==> src/rtl/hyperbus_pkg.sv <==
// Shared types for the hyperbus transaction shaper: CA word, piece record and CA packing.
package hyperbus_pkg;

  localparam int unsigned PieceLenWidth = 16;
  localparam int unsigned PieceCsWidth  = 1;

  localparam logic CaMemSpace = 1'b0;
  localparam logic CaLinear   = 1'b1;

  typedef logic [47:0] hyper_ca_t;

  typedef struct packed {
    hyper_ca_t                 ca;
    logic [PieceCsWidth-1:0]   cs;
    logic [PieceLenWidth-1:0]  len;
    logic                      write;
    logic                      last;
    logic                      err;
  } hyper_piece_t;

  // word_addr is the chip-local 16-bit word address.
  function automatic hyper_ca_t pack_ca(input logic write, input logic [31:0] word_addr);
    return {~write, CaMemSpace, CaLinear, word_addr[31:3], 13'b0, word_addr[2:0]};
  endfunction

endpackage

==> src/rtl/hyperbus_burst_split.sv <==
// Cuts linear word transfers into pieces bounded by max burst and chip boundaries.
// Optional HYPERBUS_SPLIT_STATS_EN adds piece/split counters.
module hyperbus_burst_split
  import hyperbus_pkg::*;
#(
  parameter int unsigned NumChips  = 2,
  parameter int unsigned AddrWidth = 32,
  parameter int unsigned LenWidth  = 16,
  parameter int unsigned ChipBytes = 32'h0080_0000,
  localparam int unsigned CsWidth  = (NumChips > 1) ? $clog2(NumChips) : 1
) (
  input  logic                 clk_sys_i,
  input  logic                 rst_ni,
  input  logic                 in_valid_i,
  output logic                 in_ready_o,
  input  logic [AddrWidth-1:0] in_addr_i,
  input  logic [LenWidth-1:0]  in_len_i,
  input  logic                 in_write_i,
  input  logic [LenWidth-1:0]  max_burst_i,
  output logic                 out_valid_o,
  input  logic                 out_ready_i,
  output logic [47:0]          out_ca_o,
  output logic [CsWidth-1:0]   out_cs_o,
  output logic [LenWidth-1:0]  out_len_o,
  output logic                 out_write_o,
  output logic                 out_last_o,
  output logic                 out_err_o
`ifdef HYPERBUS_SPLIT_STATS_EN
  ,
  output logic [31:0]          stat_pieces_o,
  output logic [31:0]          stat_splits_o
`endif
);

  localparam int unsigned WAddrWidth   = AddrWidth - 1;
  localparam int unsigned ChipWords    = ChipBytes / 2;
  localparam int unsigned ChipWordBits = $clog2(ChipWords);

  typedef enum logic [0:0] {StIdle, StEmit} state_e;

  state_e                  state_q, state_d;
  logic [WAddrWidth-1:0]   waddr_q, waddr_d, src_waddr;
  logic [LenWidth:0]       rem_q, rem_d, src_rem, cur_chunk, chunk, burst_lim;
  logic                    src_write;
  hyper_piece_t            piece_q, piece_d;
  logic                    load, hs;

  logic [WAddrWidth-ChipWordBits-1:0] chip_idx;
  logic [ChipWordBits-1:0]            local_waddr;
  logic [ChipWordBits:0]              to_bound;
  logic                               chip_err;
  logic                               unused_addr_lsb;

  assign unused_addr_lsb = in_addr_i[0];
  assign hs              = (state_q == StEmit) && out_ready_i;
  assign cur_chunk       = (LenWidth+1)'(piece_q.len) + (LenWidth+1)'(1);

  // Source of the next piece: a fresh request in idle, else the remainder after this piece.
  always_comb begin
    if (state_q == StIdle) begin
      src_waddr = in_addr_i[AddrWidth-1:1];
      src_rem   = (LenWidth+1)'(in_len_i) + (LenWidth+1)'(1);
      src_write = in_write_i;
    end else begin
      src_waddr = waddr_q + WAddrWidth'(cur_chunk);
      src_rem   = rem_q - cur_chunk;
      src_write = piece_q.write;
    end
  end

  always_comb begin
    local_waddr = src_waddr[ChipWordBits-1:0];
    chip_idx    = src_waddr[WAddrWidth-1:ChipWordBits];
    to_bound    = (ChipWordBits+1)'(ChipWords) - {1'b0, local_waddr};
    burst_lim   = {1'b0, max_burst_i} + (LenWidth+1)'(1);
    chip_err    = 32'(chip_idx) >= NumChips;

    chunk = src_rem;
    if (burst_lim < chunk) chunk = burst_lim;
    if (32'(to_bound) < 32'(chunk)) chunk = (LenWidth+1)'(to_bound);
    if (chip_err) chunk = src_rem;

    piece_d.ca    = pack_ca(src_write, 32'(local_waddr));
    piece_d.cs    = chip_err ? '0 : PieceCsWidth'(chip_idx);
    piece_d.len   = PieceLenWidth'(chunk - (LenWidth+1)'(1));
    piece_d.write = src_write;
    piece_d.last  = chip_err || (chunk == src_rem);
    piece_d.err   = chip_err;
  end

  always_comb begin
    state_d = state_q;
    waddr_d = waddr_q;
    rem_d   = rem_q;
    load    = 1'b0;
    unique case (state_q)
      StIdle: begin
        if (in_valid_i) begin
          load    = 1'b1;
          state_d = StEmit;
        end
      end
      StEmit: begin
        if (hs) begin
          if (piece_q.last) begin
            state_d = StIdle;
          end else begin
            load = 1'b1;
          end
        end
      end
      default: state_d = StIdle;
    endcase
    if (load) begin
      waddr_d = src_waddr;
      rem_d   = src_rem;
    end
  end

  always_ff @(posedge clk_sys_i or negedge rst_ni) begin
    if (!rst_ni) begin
      state_q <= StIdle;
      waddr_q <= '0;
      rem_q   <= '0;
      piece_q <= '0;
    end else begin
      state_q <= state_d;
      waddr_q <= waddr_d;
      rem_q   <= rem_d;
      if (load) piece_q <= piece_d;
    end
  end

  assign in_ready_o  = (state_q == StIdle);
  assign out_valid_o = (state_q == StEmit);
  assign out_ca_o    = piece_q.ca;
  assign out_cs_o    = CsWidth'(piece_q.cs);
  assign out_len_o   = LenWidth'(piece_q.len);
  assign out_write_o = piece_q.write;
  assign out_last_o  = piece_q.last;
  assign out_err_o   = piece_q.err;

`ifdef HYPERBUS_SPLIT_STATS_EN
  logic [31:0] pieces_q, splits_q;
  logic        first_q;

  // A transfer counts as split when its first piece is not its last.
  always_ff @(posedge clk_sys_i or negedge rst_ni) begin
    if (!rst_ni) begin
      pieces_q <= '0;
      splits_q <= '0;
      first_q  <= 1'b0;
    end else begin
      if (state_q == StIdle && in_valid_i) begin
        first_q <= 1'b1;
      end else if (hs) begin
        first_q <= 1'b0;
      end
      if (hs) begin
        pieces_q <= pieces_q + 32'd1;
        if (first_q && !piece_q.last) splits_q <= splits_q + 32'd1;
      end
    end
  end

  assign stat_pieces_o = pieces_q;
  assign stat_splits_o = splits_q;
`endif

endmodule

==> config.mk <==
export PLATFORM = sky130hd
export DESIGN_NAME = hyperbus_burst_split
export DESIGN_NICKNAME = d
export VERILOG_FILES = /design/src/rtl/hyperbus_pkg.sv /design/src/rtl/hyperbus_burst_split.sv
export SDC_FILE = /design/constraint.sdc
export NUM_CORES = 1
export LEC_CHECK = 0
export ABC_AREA = 0
export CORE_MARGIN = 3
export CORE_UTILIZATION = 49
export CTS_CLUSTER_SIZE = 25
export DETAILED_ROUTE_END_ITERATION = 6
export HOLD_SLACK_MARGIN = 0.08
export PLACE_DENSITY = 0.69
export SLEW_MARGIN = 20
export SYNTH_ARGS = -nofsm -noshare
export SYNTH_HDL_FRONTEND = slang
export SYNTH_SLANG_ARGS = --single-unit
export TNS_END_PERCENT = 5
==> constraint.sdc <==
create_clock -name clk_sys_i -period 10.5 [get_ports clk_sys_i]
set_input_delay 3.15 -clock clk_sys_i [delete_from_list [all_inputs] [get_ports clk_sys_i]]
set_output_delay 3.15 -clock clk_sys_i [all_outputs]
set_load 0.05 [all_outputs]
==> results of run 1 <==
-- sequential cells by signal (all words and copies together), names as in the netlist --
name and cells:
rem_q 17, out_write_o 1, waddr_q 31, out_valid_o 1
out_last_o 1, out_ca_o 2, out_err_o 1, out_cs_o 1
out_len_o 16
-- final cells by class --
type / instances / share of cell area (%)
Inverter: 51 / 1.651
Tap cell: 229 / 2.472
Clock inverter: 6 / 0.5828
Timing Repair Buffer: 239 / 18.13
Multi-Input combinational cell: 1030 / 59.85
Clock buffer: 10 / 1.975
Sequential cell: 71 / 15.34
-- cells by family after synthesis --
kind of cell | share of synthesized area [%]
and+or+nand+nor | 24.51
DFF | 19.20
xor gates and xnor gates | 9.562
other | 0.04053
adders and majority gates | 9.116
AOI/OAI and AO/OA | 25.98
buffers and inverters | 8.047
muxes | 3.543
-- per-stage QoR --
stage	utilization [%]	cells
after global routing	63.45	1636
after CTS	62.55	1631
final	63.45	1636
after detailed placement	60.93	1615
after global placement	60.93	1615
after floorplan	-	1247
-- timing repair --
action                                  in CTS  in global routing
setup buffers                                0                  5
endpoints found under the setup margin       4                 15
hold buffers                                 0                  0
pin swaps                                    0                 11
resized for setup                            1                 31
-- worst max-delay path: cells and delay by family --
kind                       cells  cell delay, ns
buffers and inverters          7            1.39
AOI/OAI and AO/OA             15            3.19
adders and majority gates      3            0.85
xor gates and xnor gates       1            0.16
and+or+nand+nor               11            1.62
-- final timing paths --
check | slack (ns) | depth (start not counted) | endpoint | startpoint
hold / removal | 0.47 | 1 | out_ca_o[45] | out_ca_o[45]
setup reg to reg | 1.46 | 42 | out_len_o[13] | out_len_o[1]
max in group asynchronous | 6.79 | 2 | out_valid_o | rst_ni
min in group asynchronous | 2.73 | 1 | out_len_o[3] | rst_ni
hold reg to reg | 0.47 | 1 | out_ca_o[45] | out_ca_o[45]
setup / recovery | 0.36 | 37 | out_len_o[13] | in_len_i[5]
-- metal layers --
metal  vias to the layer above  track usage (%)
met5                         -                0
met2                       407            48.09
met4                         0            10.06
met1                      4791            43.32
met3                        73            4.659
li1                       4746                -
-- cells in the final DEF, fill, tap and decap left out, drive strengths merged, types with 11 or more instances in the layout --
cell type      Yosys  layout
a211oi            18      18
a21o              16      16
a21oi             97      97
a31oi             14      14
and3              11      11
buf               62     127
clkdlybuf4s50      0     109
conb               1      24
dfrtp             71      71
ha                61      61
inv               51      53
mux2i             26      26
nand2            119     119
nand2b            17      17
nand3             55      55
nand4             23      23
nor2             133     133
nor2b             14      14
nor3              21      21
nor4              14      14
o21a              12      12
o21ai             75      75
xnor2             59      59
xor2              42      42
==> metrics.csv, run 1 <==
stage,metric,value,unit
route,Routed WL per cell,19.82,µm
placement,placed cell area,11130,µm²
critical_path,max incr delay on CP,0.52,ns
global_route,initial antenna violation count,0,
synthesis,largest area contributor in the netlist,dfrtp_1,
floorplanning,Die Y,143.4,µm
route,DR WL met3,2.237,mm
clock_network,CTS Sinks,71,
timing,post-route setup TNS,0,ns
route,Top Layer Used,met4,
critical_path,CP Max Fanout,6,
finish,Fill cells,1743,
floorplanning,Initial Util,50.64,%
synthesis,Yosys top cell area share,19.20,%
floorplanning,Core Area,18270,µm²
worst_hold_path,HP Class,reg2reg,
placement,hpwl dp,25.35,mm
critical_path,critical path's slowest cell,clkdlybuf4s50_1,
clock_network,CTS tree,yes,
clock_network,Clock transition at path regs,0.06,ns
route,DR iter-0 viols,764,
run_status,status,"complete, but fails checks",
synthesis,synth cell count leaders,"nor2_1, nand2_1, a21oi_1",
timing,Worst Hold Slack,0.4679,ns
global_route,first-pass GRT wire length,49.50,mm
floorplanning,die area,20570,µm²
route,DRT Wirelength,32.42,mm
synthesis,register area share after synthesis,19.20,%
timing,Worst Tran Pin Value,0.8972,ns
route,met2 wire length,14.32,mm
synthesis,Unique masters post-synth,95,
floorplanning,I/O pin count,139,
route,met1 WL,14.81,mm
floorplanning,cell row count,49,
synthesis,Cells after Synth,1224,
timing,# setup viols final,0,
clock_network,H-tree lvl count,3,
route,post-route ant nets,0,
synthesis,"FFs w/ async S/R, synth",100.0,%
run,# Max-Cap Violations,0,
synthesis,top post-synthesis cells by area,"dfrtp_1, ha_1, xnor2_1",
placement,I/O Buffers,113,
timing,"Slew Viols, Final",0,
timing,setup ws final,0.3557,ns
critical_path,cell repeated most along the worst path,buf_4,
route,Avg Vias per Cell,6.123,
route,DR DRC count,4,
run_status,failing checks,DRC,
global_route,gr usage total,30.66,%
timing,Max Freq,0.09858,GHz
finish,antenna diode count,0,
clock_network,clk_lat worst skew,0.36,ns
finish,Nets,1534,
synthesis,top-count cell post-synth,nor2_1,
clock_network,Max clock buf depth,2,
floorplanning,Die X,143.4,µm
critical_path,Crit Path Class,in2reg,
finish,design area,11590,µm²
clock_network,CTS Buf Count,9,
finish,area of the multi-input gates,6938,µm²
synthesis,Synth Warn #,0,
timing,relative slew slack,40.18,%
critical_path,crit path capture type,flip-flop,
critical_path,startpoint types,primary input,
placement,Placer Congestion,0.9609,
synthesis,Mapped Area,9251,µm²
clock_network,root buf cell,clkbuf_16,
global_route,largest net degree at the start of global routing,75,
timing,final hold violations,0,
global_route,Congestion Overflow GR,0,
route,number of vias in the routed layout,10020,
synthesis,Synth Register Bits,71,
route,DRT Pass-1 Iters,7,
synthesis,Synth Area per Inst,7.558,µm²
synthesis,Post-synth EDFFs,0,
global_route,vias in the first global route,9225,
placement,Place WS,-0.3882,ns
synthesis,ys flop type,dfrtp_1,
finish,register area,1778,µm²
timing,fin crit share,96.61,%
critical_path,Worst EP required,10.74,ns
finish,layout cell share with drive strength beyond 1,14.57,%
timing,Clock Skew,0.01105,ns
finish,P&R area growth vs syn,25.30,%
critical_path,"Arr. time, crit path",10.38,ns
timing,post-layout min period,10.14,ns
Power of run 1 is left out: the tool's default activity adds up to more than one toggle a clock period on the data nets, which glitch-free logic cannot reach.
==> inputs of run 2 (changes only) <==
--- a/config.mk
+++ b/config.mk
@@ -12,7 +12,6 @@
 export DETAILED_ROUTE_END_ITERATION = 6
 export HOLD_SLACK_MARGIN = 0.08
 export PLACE_DENSITY = 0.69
-export SLEW_MARGIN = 20
 export SYNTH_ARGS = -nofsm -noshare
 export SYNTH_HDL_FRONTEND = slang
 export SYNTH_SLANG_ARGS = --single-unit
==> results of run 2 <==
No change in the layout: final DEF, timing and power equal those of run 1.
Power of run 2 is left out for the same reason.
==> inputs of run 3 (changes only) <==
--- a/config.mk
+++ b/config.mk
@@ -10,8 +10,9 @@
 export CORE_UTILIZATION = 49
 export CTS_CLUSTER_SIZE = 25
 export DETAILED_ROUTE_END_ITERATION = 6
+export DONT_BUFFER_PORTS = 1
 export HOLD_SLACK_MARGIN = 0.08
-export PLACE_DENSITY = 0.69
+export PLACE_DENSITY = 0.6
 export SYNTH_ARGS = -nofsm -noshare
 export SYNTH_HDL_FRONTEND = slang
 export SYNTH_SLANG_ARGS = --single-unit
==> metrics.csv, run 3 (same netlist as run 1, synthesis figures left out) <==
stage,metric,value,unit
run_status,status,"complete, no violations",
global_route,initial antenna violation count,0,
floorplanning,Die X,143.4,µm
critical_path,startpoint types,primary input,
critical_path,critical path's slowest cell,or3_1,
clock_network,H-tree lvl count,3,
route,DR DRC count,0,
critical_path,Worst setup startpoint,in_len_i[0],
worst_hold_path,Hold Crit Start,rem_q[0],
timing,Clock Skew,0.01500,ns
placement,Placer Congestion,0.9902,
clock_network,root buf cell,clkbuf_16,
timing,post-layout min period,9.926,ns
finish,register area,1780,µm²
global_route,largest net degree at the start of global routing,75,
route,DRT Wirelength,30.74,mm
critical_path,max incr delay on CP,0.41,ns
worst_hold_path,HP Class,reg2reg,
finish,Largest register FFs,31,
clock_network,# hold bufs at CTS,0,
clock_network,Clock transition at path regs,0.06,ns
critical_path,Crit Path Class,in2reg,
route,post-route ant nets,0,
finish,"commonest non-fill, non-tap cell in the layout",nor2_1,
clock_network,Max clock buf depth,2,
finish,antenna diode count,0,
timing,# setup viols final,0,
global_route,vias in the first global route,8494,
critical_path,CP Max Fanout,6,
route,number of vias in the routed layout,9205,
route,Avg Vias per Cell,6.153,
finish,Nets,1394,
clock_network,CTS Sinks,71,
floorplanning,cell row count,49,
placement,I/O Buffers,0,
critical_path,Worst Path Buf+Inv,6,
floorplanning,die area,20570,µm²
critical_path,Crit path max-delay family,simple AND/OR/NAND/NOR gates,
finish,P&R area growth vs syn,9.643,%
finish,Largest Register,waddr_q,
route,Routed WL per cell,20.55,µm
floorplanning,Initial Util,50.64,%
critical_path,cell repeated most along the worst path,buf_4,
timing,post-route setup TNS,0,ns
finish,layout cell share with drive strength beyond 1,12.39,%
floorplanning,Core Area,18270,µm²
finish,area of the multi-input gates,6844,µm²
timing,relative slew slack,43.88,%
run,# Max-Cap Violations,0,
critical_path,"Arr. time, crit path",10.12,ns
finish,Fill cells,1775,
timing,"Slew Viols, Final",0,
timing,final hold violations,0,
critical_path,Worst EP required,10.69,ns
global_route,gr usage total,29.51,%
floorplanning,Die Y,143.4,µm
finish,most frequent cells in the layout,"nor2_1, nand2_1, buf_4",
clock_network,CTS tree,yes,
timing,Max Freq,0.1007,GHz
route,DR iter-0 viols,831,
finish,Layout Utilization,55.52,%
placement,hpwl dp,24.24,mm
global_route,first-pass GRT wire length,47.24,mm
critical_path,Crit Reg-Reg Startpoint,out_len_o[0],
timing,fin crit share,94.54,%
route,DRT Pass-1 Iters,6,
clock_network,CTS Buf Count,9,
timing,RSZ-0062 raised after global routing,false,
global_route,Congestion Overflow GR,0,
clock_network,clk_lat worst skew,0.35,ns
floorplanning,I/O pin count,139,
timing,Worst Tran Pin Value,0.8418,ns
critical_path,crit path capture type,flip-flop,
run 3: cell count changes in the layout (fill, tap and decap cells not counted), sizes merged:
cell	delta
buf	-28
clkdlybuf4s50	-109
clkinv	+2
clkinvlp	-1
dlymetal6s2s	-3
inv	-1
run 3: layer usage:
metal,track usage [%],wire (µm)
met5,0,0
met4,6.690,568
met3,5.025,2456
met2,45.51,13460
met1,43.25,14260
run 3: through the flow:
stage,setup WS [ns],instance area (µm²),hold WS [ns],instances
global route,0.05426,10140,0.5159,1496
finish,0.5737,10140,0.4891,1496
detailed placement,0.08650,9828,0.4807,1480
CTS,0.3952,10130,0.4933,1496
floorplan,0.3676,9338,0.4498,1247
global placement,0.1311,9828,0.4698,1480
run 3: final cells by class:
type | instances | share of cell area, %
Clock inverter | 6 | 0.6784
Sequential cell | 71 | 17.55
Timing Repair Buffer | 99 | 7.327
Clock buffer | 10 | 2.257
Multi-Input combinational cell | 1030 | 67.47
Tap cell | 229 | 2.825
Inverter | 51 | 1.887
run 3: worst paths after layout:
check | to | slack, ns | cells after the start
min | rem_q[0] | 0.49 | 2
max | out_len_o[6] | 0.57 | 38
max in group asynchronous | out_valid_o | 7.86 | 0
max reg2reg | out_len_o[6] | 0.86 | 43
min in group asynchronous | waddr_q[13] | 2.49 | 0
min reg2reg | rem_q[0] | 0.49 | 2
run 3: what timing repair did:
item,CTS,global route
buffers inserted,0,0
endpoints found under the setup margin,0,9
gates resized for setup,0,4
run 3: worst reg2reg max path: cells and delay by family (launching register included):
family                   cells  cell delay, ns
AND/OR/NAND/NOR             12            2.21
flip-flops                   1            0.70
XOR/XNOR                     3            0.71
buffers and inverters        7            1.08
AO/OA/AOI/OAI               15            2.94
adder cells (fa/ha/maj)      6            1.85
Power of run 3 is left out for the same reason.
